[src/rtl/spi_pkg.sv]
// Shared widths, idle byte and FSM state encoding for the SPI slave.
package spi_pkg;
  localparam int SPI_DATA_W = 8;
  localparam logic [SPI_DATA_W-1:0] SPI_IDLE_BYTE = 8'hFF;

  typedef enum logic [0:0] {
    ST_IDLE  = 1'b0,
    ST_SHIFT = 1'b1
  } spi_state_t;
endpackage

[src/rtl/spi_if.sv]
// SPI pin bundle; the master drives clock, select and data out, the slave drives miso.
interface spi_if;
  logic sclk;
  logic cs_n;
  logic mosi;
  logic miso;

  modport master (output sclk, output cs_n, output mosi, input miso);
  modport slave  (input sclk, input cs_n, input mosi, output miso);
endinterface

[src/rtl/spi_sync.sv]
// Multi-flop synchronizer for an asynchronous input plus rise/fall detection
// against one further registered copy of the synchronized value.
module spi_sync #(
  parameter int   STAGES = 2,
  parameter logic INIT   = 1'b0
) (
  input  logic clk,
  input  logic rst_n,
  input  logic din,
  output logic rise,
  output logic fall
);
  logic [STAGES-1:0] sync_sr;
  logic              prev;

  always_ff @(posedge clk or negedge rst_n) begin
    if (!rst_n) begin
      sync_sr <= {STAGES{INIT}};
      prev    <= INIT;
    end else begin
      sync_sr <= {sync_sr[STAGES-2:0], din};
      prev    <= sync_sr[STAGES-1];
    end
  end

  assign rise = sync_sr[STAGES-1] & ~prev;
  assign fall = ~sync_sr[STAGES-1] & prev;
endmodule

[src/rtl/spi_slave.sv]
// Mode-0 SPI slave with a one-byte transmit holding register, oversampled in
// the clk domain. Handshake: tx_load is taken only on a clk edge where tx_ready=1.
module spi_slave
  import spi_pkg::*;
#(
  parameter int SYNC_STAGES = 2
) (
  input  logic                  clk,
  input  logic                  rst_n,
  spi_if.slave                  spi,
  input  logic [SPI_DATA_W-1:0] tx_data,
  input  logic                  tx_load,
  output logic                  tx_ready,
  output logic [SPI_DATA_W-1:0] rx_data,
  output logic                  rx_valid,
  output logic                  busy,
  output logic                  tx_underrun,
  output logic                  frame_abort,
  output logic [0:0]            state_dbg
);
  localparam logic [0:0] IDLE  = ST_IDLE;
  localparam logic [0:0] SHIFT = ST_SHIFT;

  logic sclk_rise, sclk_fall, cs_rise, cs_fall;
  logic [SYNC_STAGES-1:0] mosi_sr;
  logic mosi_s;

  spi_sync #(.STAGES(SYNC_STAGES), .INIT(1'b0)) u_sclk_sync (
    .clk(clk), .rst_n(rst_n), .din(spi.sclk), .rise(sclk_rise), .fall(sclk_fall));
  spi_sync #(.STAGES(SYNC_STAGES), .INIT(1'b1)) u_cs_sync (
    .clk(clk), .rst_n(rst_n), .din(spi.cs_n), .rise(cs_rise), .fall(cs_fall));

  always_ff @(posedge clk or negedge rst_n) begin
    if (!rst_n) mosi_sr <= '0;
    else        mosi_sr <= {mosi_sr[SYNC_STAGES-2:0], spi.mosi};
  end
  assign mosi_s = mosi_sr[SYNC_STAGES-1];

  logic [0:0]            state;
  logic [2:0]            bit_cnt;
  logic [SPI_DATA_W-1:0] rx_sh, tx_sh, hold;
  logic                  hold_full;
  logic                  byte_done;  // 8th rise seen, reload pending on next fall
  logic                  tx_empty;   // current tx byte is the idle filler
  logic                  reload;

  // The underrun pulse is raised when the filler byte actually starts shifting,
  // so the trailing fall of a frame's last byte never reports a false underrun.
  always_comb begin
    reload = 1'b0;
    if (state == IDLE && cs_fall)
      reload = 1'b1;
    else if (state == SHIFT && !cs_rise && sclk_fall && bit_cnt == 3'd0 && byte_done)
      reload = 1'b1;
  end

  always_ff @(posedge clk or negedge rst_n) begin
    if (!rst_n) begin
      state       <= IDLE;
      bit_cnt     <= '0;
      rx_sh       <= '0;
      tx_sh       <= '0;
      hold        <= '0;
      hold_full   <= 1'b0;
      byte_done   <= 1'b0;
      tx_empty    <= 1'b0;
      rx_data     <= '0;
      rx_valid    <= 1'b0;
      tx_underrun <= 1'b0;
      frame_abort <= 1'b0;
    end else begin
      rx_valid    <= 1'b0;
      tx_underrun <= 1'b0;
      frame_abort <= 1'b0;

      if (tx_load && !hold_full) begin
        hold      <= tx_data;
        hold_full <= 1'b1;
      end

      if (reload) begin
        byte_done <= 1'b0;
        if (hold_full) begin
          tx_sh     <= hold;
          hold_full <= 1'b0;
          tx_empty  <= 1'b0;
        end else begin
          tx_sh    <= SPI_IDLE_BYTE;
          tx_empty <= 1'b1;
        end
      end

      case (state)
        IDLE: begin
          if (cs_fall) begin
            state   <= SHIFT;
            bit_cnt <= '0;
          end
        end
        default: begin
          if (cs_rise) begin
            state     <= IDLE;
            frame_abort <= (bit_cnt != 3'd0);
            bit_cnt   <= '0;
            rx_sh     <= '0;
            tx_sh     <= '0;
            byte_done <= 1'b0;
            tx_empty  <= 1'b0;
          end else if (sclk_rise) begin
            rx_sh   <= {rx_sh[SPI_DATA_W-2:0], mosi_s};
            bit_cnt <= bit_cnt + 3'd1;
            if (bit_cnt == 3'd0 && tx_empty) begin
              tx_underrun <= 1'b1;
              tx_empty    <= 1'b0;
            end
            if (bit_cnt == 3'd7) begin
              rx_data   <= {rx_sh[SPI_DATA_W-2:0], mosi_s};
              rx_valid  <= 1'b1;
              byte_done <= 1'b1;
            end
          end else if (sclk_fall && bit_cnt != 3'd0) begin
            tx_sh <= {tx_sh[SPI_DATA_W-2:0], 1'b0};
          end
        end
      endcase
    end
  end

  assign tx_ready  = ~hold_full;
  assign busy      = (state == SHIFT);
  assign state_dbg = state;
  assign spi.miso  = (state == SHIFT) ? tx_sh[SPI_DATA_W-1] : 1'b0;
endmodule

[src/flat_wrapper.sv]
// flat-port wrapper written by rule: the top's interface ports become plain ports
module spi_slave_flat import spi_pkg::*;
#(
  parameter int SYNC_STAGES = 2
)
  (clk, rst_n, tx_data, tx_load, tx_ready, rx_data, rx_valid, busy, tx_underrun, frame_abort, state_dbg, spi_sclk, spi_cs_n, spi_mosi, spi_miso);
  spi_if spi_i ();
  input  logic clk;
  input  logic rst_n;
  input  logic [SPI_DATA_W-1:0] tx_data;
  input  logic tx_load;
  output logic tx_ready;
  output logic [SPI_DATA_W-1:0] rx_data;
  output logic rx_valid;
  output logic busy;
  output logic tx_underrun;
  output logic frame_abort;
  output logic [0:0] state_dbg;
  input wire logic [$bits(spi_i.sclk)-1:0] spi_sclk;
  input wire logic [$bits(spi_i.cs_n)-1:0] spi_cs_n;
  input wire logic [$bits(spi_i.mosi)-1:0] spi_mosi;
  output wire logic [$bits(spi_i.miso)-1:0] spi_miso;
  assign spi_i.sclk = spi_sclk;
  assign spi_i.cs_n = spi_cs_n;
  assign spi_i.mosi = spi_mosi;
  assign spi_miso = spi_i.miso;
  spi_slave #(.SYNC_STAGES(SYNC_STAGES)) u_core (.clk(clk), .rst_n(rst_n), .spi(spi_i), .tx_data(tx_data), .tx_load(tx_load), .tx_ready(tx_ready), .rx_data(rx_data), .rx_valid(rx_valid), .busy(busy), .tx_underrun(tx_underrun), .frame_abort(frame_abort), .state_dbg(state_dbg));
endmodule
[config.mk]
export PLATFORM = sky130hd
export DESIGN_NAME = spi_slave_flat
export DESIGN_NICKNAME = d
export VERILOG_FILES = /design/src/rtl/spi_pkg.sv /design/src/rtl/spi_if.sv /design/src/rtl/spi_sync.sv /design/src/rtl/spi_slave.sv /design/src/flat_wrapper.sv
export SDC_FILE = /design/constraint.sdc
export NUM_CORES = 1
export LEC_CHECK = 0
export CAP_MARGIN = 20
export CORE_ASPECT_RATIO = 0.6
export CORE_MARGIN = 4
export CORE_UTILIZATION = 40
export CTS_CLUSTER_DIAMETER = 100
export DETAILED_ROUTE_END_ITERATION = 12
export PLACE_DENSITY = 0.68
export SLEW_MARGIN = 5
export SYNTH_ARGS = -nofsm -noshare
export SYNTH_HDL_FRONTEND = slang
export SYNTH_SLANG_ARGS = --single-unit
[constraint.sdc]
create_clock -name clk -period 5.1 [get_ports clk]
set_clock_uncertainty 0.1 [all_clocks]
set_input_delay 0.765 -clock clk [delete_from_list [all_inputs] [get_ports clk]]
set_output_delay 0.765 -clock clk [all_outputs]
set_load 0.05 [all_outputs]
Word-level counts from Yosys, hierarchy flattened
Index checks and enable logic that the tools add are counted.
- shifts and indexed selects: 0
- muxes and demuxes: 42
- equal/unequal tests: 2
- add/sub/neg operators: 1
- reductions and logical operators: 17
- div/mod/pow operators: 0
- multipliers: 0
- order comparisons: 0
- bitwise operators: 11
- operator list (kind ; count):
    8-bit 2-to-1 mux ; 6
    1-bit 2-to-1 mux ; 30
    7-bit 2-to-1 mux ; 2
    3-bit 2-to-1 mux ; 4
    1-bit logical AND ; 8
    1-bit NOT ; 7
    1-bit AND ; 4
    2-bit AND reduction ; 2
    4-bit AND reduction ; 1
    2-bit nonzero test ; 2
    3-bit by 1-bit adder with 3-bit output, second input constant ; 1
    3-bit == test, second input constant ; 1
    3-bit zero test ; 1
    3-bit by 1-bit inequality test with 1-bit output, second input constant ; 1
    3-bit nonzero test ; 1
    1-bit zero test ; 2
- flip-flop bits (word level): 49
- word-level logic and storage cells: 90
- memories: 0
- latch bits: 0
- input bits: 14
- output and inout port bits: 15
- bits in read-only memories: 0
- memory bits (writable): 0

Longest topological paths before layout
Gate-level depths: netlist of the first run.
- depth in word-level cells: 14
- depth in mapped cells: 7
- depth with buffers taken out: 6

Hierarchy
From an unflattened synthesis of the first run, not the netlist that was laid out.
- cells, all modules: 163
- area total of the unflattened synthesis: 2117.0 µm²
- by module, submodules not included (module ; area an instance (µm²) ; cells each ; sequential area each (µm²) ; times used):
    spi_slave ; 1933.1 ; 153 ; 1076.0 ; 1
    spi_sync (u_core.u_cs_sync) ; 93.8 ; 5 ; 78.8 ; 1
    spi_sync (u_core.u_sclk_sync) ; 90.1 ; 5 ; 75.1 ; 1

Worst setup path before layout of the first run
Ideal clock, no wire load.
- path kind: flip-flop to output port
- from: register u_core.state, in the netlist u_core.busy
- to: output port spi_miso
- stages on the path, launching flop included: 3
- arrival: 1261 ps
- setup slack: 2974 ps
- required time: 4235 ps
- buffers on the path: 1
- cell sequence: dfrtp_1 -> buf_6 -> and2_1
- word-level cells in the longest chain between the ends: 1
- RTL lines (item ; RTL line ; source):
    from (decl) ; spi_slave.sv:39 ; logic [0:0] state;
    from (signal assigned) ; spi_slave.sv:59 ; state <= IDLE;
    from (signal assigned) ; spi_slave.sv:96 ; state <= SHIFT;
    from (signal assigned) ; spi_slave.sv:102 ; state <= IDLE;
    1-bit 2-to-1 mux ; spi_slave.sv:132 ; assign spi.miso = (state == SHIFT) ? tx_sh[SPI_DATA_W-1] : 1'b0;
    to (decl) ; flat_wrapper.sv:22 ; output wire logic [$bits(spi_i.miso)-1:0] spi_miso;
Every way passes these cells.

Worst setup path in the final report of the first run
Same ends and word-level chain as after synthesis.

==> results by group, run 1 <==
Timing
  – Minimum clock period: 2.70 ns
  – Final Max Slew Viols: 0
  – Setup TNS Final: 0 ns
  – Setup Viol. Count Final: 0
  – Final hold viol count: 0
  – Fmax: 370 MHz
  – RSZ-0062 raised after global routing: no
  – Headroom to the max-slew limit: 0.417
  – Period utilisation layout: 0.530
  – Worst-Margin Slew: 0.873 ns

Pwr
  – PwrDens: 380 nW/um^2
  – Clock power frac: 0.284
  – Sw Ratio: 0.300
  – Sw Pwr: a little under 0.0003 W
  – Internal power: between 0.0006 and 0.0007 W
  – Comb pwr share: 0.213
  – Sequential group share of total power: 0.503
  – VDD IR max: 129 uV
  – Standby leakage power: 1.19 nW

Floorplanning
  – Starting Density: 0.420
  – Core footprint: 5130 um^2
  – Row count: 20
  – Io pins: 29
  – Die Wd: 103 um
  – Die height: ~65 um
  – Die area: 6660 um^2

Layout
  – Multi-input logic area: 836 um^2
  – Synth-to-layout area growth: 20.1%
  – Final Util: 0.504
  – FF/Latch Area: roughly 1200 um^2
  – Fraction of layout cells with a size suffix above 1: 0.172
  – Ant diodes: 0
  – Final #Nets: 219
  – Fillers: 455

Yosys
  – Synth cell types: 43
  – Count of flip-flops with a built-in enable after synthesis: 0
  – Top-count cell post-synth: dfrtp_1
  – Yosys reg bits: 49
  – Main flop type after synthesis: dfrtp_1
  – Syn_nets: 190
  – Most area-hungry cell type in the Yosys netlist: dfrtp_1
  – Synth warn: 0
  – Post-synthesis async set-or-reset flop share: 1.00
  – Synth top area cells: dfrtp_1 53%, mux2_2 5.7%, dfstp_2 3.7%
  – Sequential fraction of the synthesis area: 0.571
  – Average cell area after synthesis: 12.5 um^2
  – Synth top area share: 0.534
  – Synthesized area: 2150 um^2
  – Synthesized instance count: 173
  – Synth top cells by count: 46 x dfrtp_1, 11 x mux2_2, 11 x nand2_1, 10 x inv_1, 9 x a221oi_1

Hold path
  – Worst min path class: reg -> reg
  – HP Start: u_core.u_sclk_sync.sync_sr[0]$_DFF_PN0_

Route
  – Wire length per cell: 15.1 um
  – Vias/cell: around 5.3
  – Iter 0 DRT Violations: 130
  – First-pass DRT Iterations: 4
  – Routed vias: 1418
  – Final Routed Wirelength: just over 4000 um
  – Post-route DRC: 0
  – Remaining antenna violation count: 0

Global routing
  – Pin count of the biggest net entering global routing: 50
  – Vias in the first global route: 1370
  – Antenna violations before repair: 0
  – GRT Residual Overflow: 0
  – First-pass GRT wire length: 6980 um
  – Total GRT Usage: 0.137

Setup path
  – Crit-path max FO: 9
  – Critical R2R Launch: u_core.busy$_DFF_PN0_
  – Crit path DAT: 1.84 ns
  – CP required: 4.24 ns
  – CP startpoint: u_core.busy$_DFF_PN0_
  – Crit end category: output port
  – Critical path type: reg -> out
  – Crit start category: flop

Placement
  – Final GP Congestion: 0.810
  – I/O Buffers: 28
  – DP HPWL: 2850 um

Clock tree
  – CTS sink cnt: 49
  – Resized Gates After CTS: 0
  – CTS Hold Buffers Added: 0
  – Num CTS Buffers: 5
  – CTS H-tree lvls: 2
  – Clk root buf: clkbuf_8
  – Max Buffers Root-to-Sink: 2
  – Post-CTS Setup Bufs: 0
  – Clk pin slew, worst setup/hold paths: 0.09 ns
  – Worst skew pair latency: 0.31 ns
  – CTS tree: built

Job
  – Max_cap viols: 0

Status
  – Status: finished, final reports clean
## sequential cells by signal, summed over array words and instances, names as in the netlist, 2 cells and up
| register | count |
|---|---|
| u_core.u_cs_sync.sync_sr | 2 |
| u_core.bit_cnt | 3 |
| u_core.tx_sh | 8 |
| u_core.mosi_sr | 2 |
| u_core.rx_sh | 7 |
| u_core.u_sclk_sync.sync_sr | 2 |
| u_core.hold | 8 |
| u_core.rx_data | 8 |
## worst paths after layout
kind                                                           end  slack, ns  cells past startpoint
setup / recovery                                          spi_miso       2.40                      2
hold / removal             u_core.u_sclk_sync.sync_sr[1]$_DFF_PN0_       0.25                      0
setup reg to reg                         u_core.tx_sh[1]$_DFF_PN0_       2.98                      4
hold reg to reg            u_core.u_sclk_sync.sync_sr[1]$_DFF_PN0_       0.25                      0
max in group asynchronous              u_core.rx_sh[1]$_DFFE_PN0P_       4.06                      2
min in group asynchronous               u_core.hold[1]$_DFFE_PN0P_       0.44                      2
## cells in the final DEF (no fill, tap or decap), drive strengths merged, types with 3 or more instances in the layout
cell type	count
nor2b	3
nand2b	6
o21bai	3
clkbuf	5
a21o	4
clkdlybuf4s50	27
mux2	11
a211o	3
inv	11
ha	3
a221oi	10
and3b	3
nand2	12
a22o	7
a21oi	9
o21ai	8
dfstp	3
dfrtp	46
nor2	4
## logic make-up after synthesis
group | count (synthesis) | synth area share
AOI/OAI and AO/OA | 50 | 0.181
adders and majority gates | 4 | 0.0221
buffers and inverters | 18 | 0.0412
DFF | 49 | 0.571
muxes | 12 | 0.0621
and+or+nand+nor | 40 | 0.123
## power groups by stage
stage,Clock [W],Sequential (W),Combinational (W)
detailed placement,0,0.000501,0.000211
floorplan,0,0.000493,0.000157
CTS,0.000287,0.000495,0.000212
global route,0.000302,0.000505,0.000235
global placement,0,0.000501,0.000205
finish,0.000280,0.000495,0.000209
## metal layers
metal	part of all wire	wire length [um]	track usage
met5	0	0	0
met4	0.017	70	0.0565
met3	0.059	241	0.0355
met2	0.37	1490	0.164
met1	0.56	2270	0.224
## cell type report
| type | count | area share |
|---|---|---|
| Inverter | 11 | 0.0160 |
| Clock inverter | 3 | 0.0179 |
| Sequential cell | 49 | 0.475 |
| Multi-Input combinational cell | 106 | 0.323 |
| Timing Repair Buffer | 29 | 0.109 |
| Tap cell | 66 | 0.0319 |
| Clock buffer | 5 | 0.0266 |
## worst max-delay path, cell delays in order (launching register included)
cell	delay (ns)
dfrtp_1	0.56
and2_1	0.18
clkdlybuf4s50_1	0.79
## metrics by stage
| step | cell area, um^2 | worst slack (ns) | cells | hold WS, ns | total power [W] |
|---|---|---|---|---|---|
| 3_5_place_dp | 2470 | 2.52 | 261 | 0.235 | 0.000712 |
| 6_report | 2590 | 2.40 | 269 | 0.255 | 0.000984 |
| 4_1_cts | 2590 | 2.38 | 269 | 0.256 | 0.000993 |
| 3_3_place_gp | 2470 | 2.55 | 261 | 0.232 | 0.000706 |
| 2_1_floorplan | 2150 | 2.97 | 173 | 0.231 | 0.000650 |
| 5_1_grt | 2590 | 2.31 | 269 | 0.263 | 0.00104 |
(Power assumes the default switching activity.)
==> run 2, diff against run 1 <==
==> constraint.sdc (replaced) <==
create_clock -name clk -period 2.7 [get_ports clk]
set_clock_uncertainty 0.1 [all_clocks]
set_input_delay 0.405 -clock clk [delete_from_list [all_inputs] [get_ports clk]]
set_output_delay 0.405 -clock clk [all_outputs]
set_load 0.05 [all_outputs]
==> results by group, run 2 (synthesis gave the netlist of run 1 again) <==
Setup path
  – Crit start category: flop
  – Critical R2R Launch: u_core.busy$_DFF_PN0_
  – Critical path type: reg -> out
  – FF-to-FF End: u_core.tx_sh[4]$_DFF_PN0_
  – Worst r2r path cells: 4
  – Slowest CP cell: clkdlybuf4s50_1
  – CP cell instances: and2_1, clkdlybuf4s50_1
  – Top delay family on crit path: buffers and inverters
  – Crit end category: output port
  – Instance count on the critical path: 2
  – Max stage delay on crit path: 0.79 ns
  – R2r setup slk: 0.64 ns
  – Crit-path max FO: 9
  – Crit path DAT: between 1.5 and 2 ns
  – Critical path buffer and inverter count: 1
  – CP required: around 2.2 ns

Floorplanning
  – Die Wd: 103 um
  – Core footprint: 5130 um^2
  – Starting Density: 0.420
  – Die height: 64.9 um
  – Die area: 6660 um^2
  – Io pins: 29
  – Row count: 20

Route
  – First-pass DRT Iterations: 4
  – Post-route DRC: 0
  – Wire length per cell: 15.3 um
  – Vias/cell: 5.40
  – Iter 0 DRT Violations: about 90
  – Remaining antenna violation count: 0
  – Routed vias: 1468
  – Final Routed Wirelength: 4150 um

Layout
  – Ant diodes: 0
  – FF/Latch Area: 1230 um^2
  – Fillers: 473
  – Top Registers: u_core.hold x8, u_core.rx_data x8, u_core.tx_sh x8
  – Most frequent cells in the layout: 46 x dfrtp_1, 27 x clkdlybuf4s50_1, 11 x nand2_1, 11 x mux2_2, 10 x inv_1
  – Finished Layout Cells: 272
  – Final #Nets: 222
  – Synth-to-layout area growth: 19.7%
  – Post-route cell area: 2580 um^2
  – Final Util: 0.503
  – Commonest non-fill, non-tap cell in the layout: dfrtp_1
  – Fraction of layout cells with a size suffix above 1: 0.175
  – Multi-input logic area: 836 um^2

Timing
  – Period utilisation layout: 0.871
  – RSZ-0062 raised after global routing: no
  – Fmax: 425 MHz
  – Final Max Slew Viols: 0
  – Setup Viol. Count Final: 0
  – Headroom to the max-slew limit: 0.558
  – Worst-Margin Slew: 0.659 ns
  – Setup TNS Final: 0 ns
  – Final hold viol count: 0
  – Minimum clock period: 2.35 ns

Global routing
  – Antenna violations before repair: 0
  – Vias in the first global route: 1463
  – Total GRT Usage: 0.142
  – First-pass GRT wire length: between 7000 and 8000 um
  – GRT Residual Overflow: 0
  – Pin count of the biggest net entering global routing: 28

Clock tree
  – Max Buffers Root-to-Sink: 2
  – Clk pin slew, worst setup/hold paths: 0.08 ns
  – Clk root buf: clkbuf_8
  – CTS tree: built
  – Num CTS Buffers: 5
  – CTS sink cnt: 49
  – CTS H-tree lvls: 2
  – Worst skew pair latency: 0.30 ns

Pwr
  – PwrDens: 678 nW/um^2
  – Sw Pwr: 0.000539 W
  – Sequential group share of total power: 0.536
  – Clock power frac: 0.232
  – Internal power: about 0.0012 W
  – Comb pwr share: 0.231
  – Total power: around 0.0017 W
  – Sw Ratio: 0.308
  – VDD IR max: 396 uV
  – Standby leakage power: 1.19 nW

Job
  – Max_cap viols: 0

Hold path
  – End point of the worst hold path: u_core.u_sclk_sync.sync_sr[1]$_DFF_PN0_
  – HP Start: u_core.u_sclk_sync.sync_sr[0]$_DFF_PN0_
  – Worst min path class: reg -> reg
  – Hold path depth: 0

Placement
  – DP HPWL: 3080 um
  – Final GP Congestion: 0.845
  – Area of placed instances: 2490 um^2
  – I/O Buffers: 28
  – Placed cells: 263

Status
  – Status: finished, final reports clean
==> run 2: per-layer routing <==
layer | global-route usage | routed length [um] | up-vias
met5 | 0 | 0 | -
li1 | - | - | 691
met3 | 0.0398 | 264 | 9
met2 | 0.175 | 1530 | 48
met1 | 0.230 | 2290 | 720
met4 | 0.0468 | 65 | 0
==> run 2: cell type report <==
type                       instances  area share
sequential                        49       0.477
timing repair buffer              32       0.119
multi-input combinational        106       0.324
clock buffer                       6      0.0281
tap                               66      0.0320
clock inverter                     2     0.00388
inverter                          11      0.0160
==> run 2: how the worst max path moves through the flow <==
stage / from / end
2_1_floorplan: u_core.busy$_DFF_PN0_ / u_core.tx_sh[5]$_DFF_PN0_
3_3_place_gp: u_core.busy$_DFF_PN0_ / spi_miso
3_5_place_dp: u_core.busy$_DFF_PN0_ / u_core.tx_sh[3]$_DFF_PN0_
4_1_cts: u_core.busy$_DFF_PN0_ / spi_miso
5_1_grt: u_core.busy$_DFF_PN0_ / spi_miso
6_report: u_core.busy$_DFF_PN0_ / spi_miso
==> run 2: timing repair <==
item / in CTS / in global routing
gates resized for setup: 0 / 0
endpoints found under the hold margin: 22 / 0
hold buffers: 1 / 0
buffers inserted: 0 / 0
==> run 2: power by group through the flow <==
stage               clock, W  combinational, W  sequential [W]
global placement           0          0.000398        0.000947
global route        0.000453          0.000451        0.000956
finish              0.000406          0.000405        0.000939
CTS                 0.000420          0.000409        0.000938
detailed placement         0          0.000406        0.000951
floorplan                  0          0.000297        0.000931
==> run 2: through the flow <==
stage / hold WS [ns] / worst slack [ns]
final: 0.252 / 0.348
after global routing: 0.266 / 0.274
after floorplan: 0.00941 / 0.688
after detailed placement: 0.236 / 0.645
after global placement: 0.231 / 0.703
after CTS: 0.256 / 0.324
==> run 2: worst reg2reg max path, delay by kind of cell (launching register included) <==
| kind | cells | cell delay, ns |
|---|---|---|
| AO/OA/AOI/OAI | 2 | 0.44 |
| AND/OR/NAND/NOR | 1 | 0.66 |
| flip-flops | 1 | 0.57 |
| buffers and inverters | 1 | 0.19 |
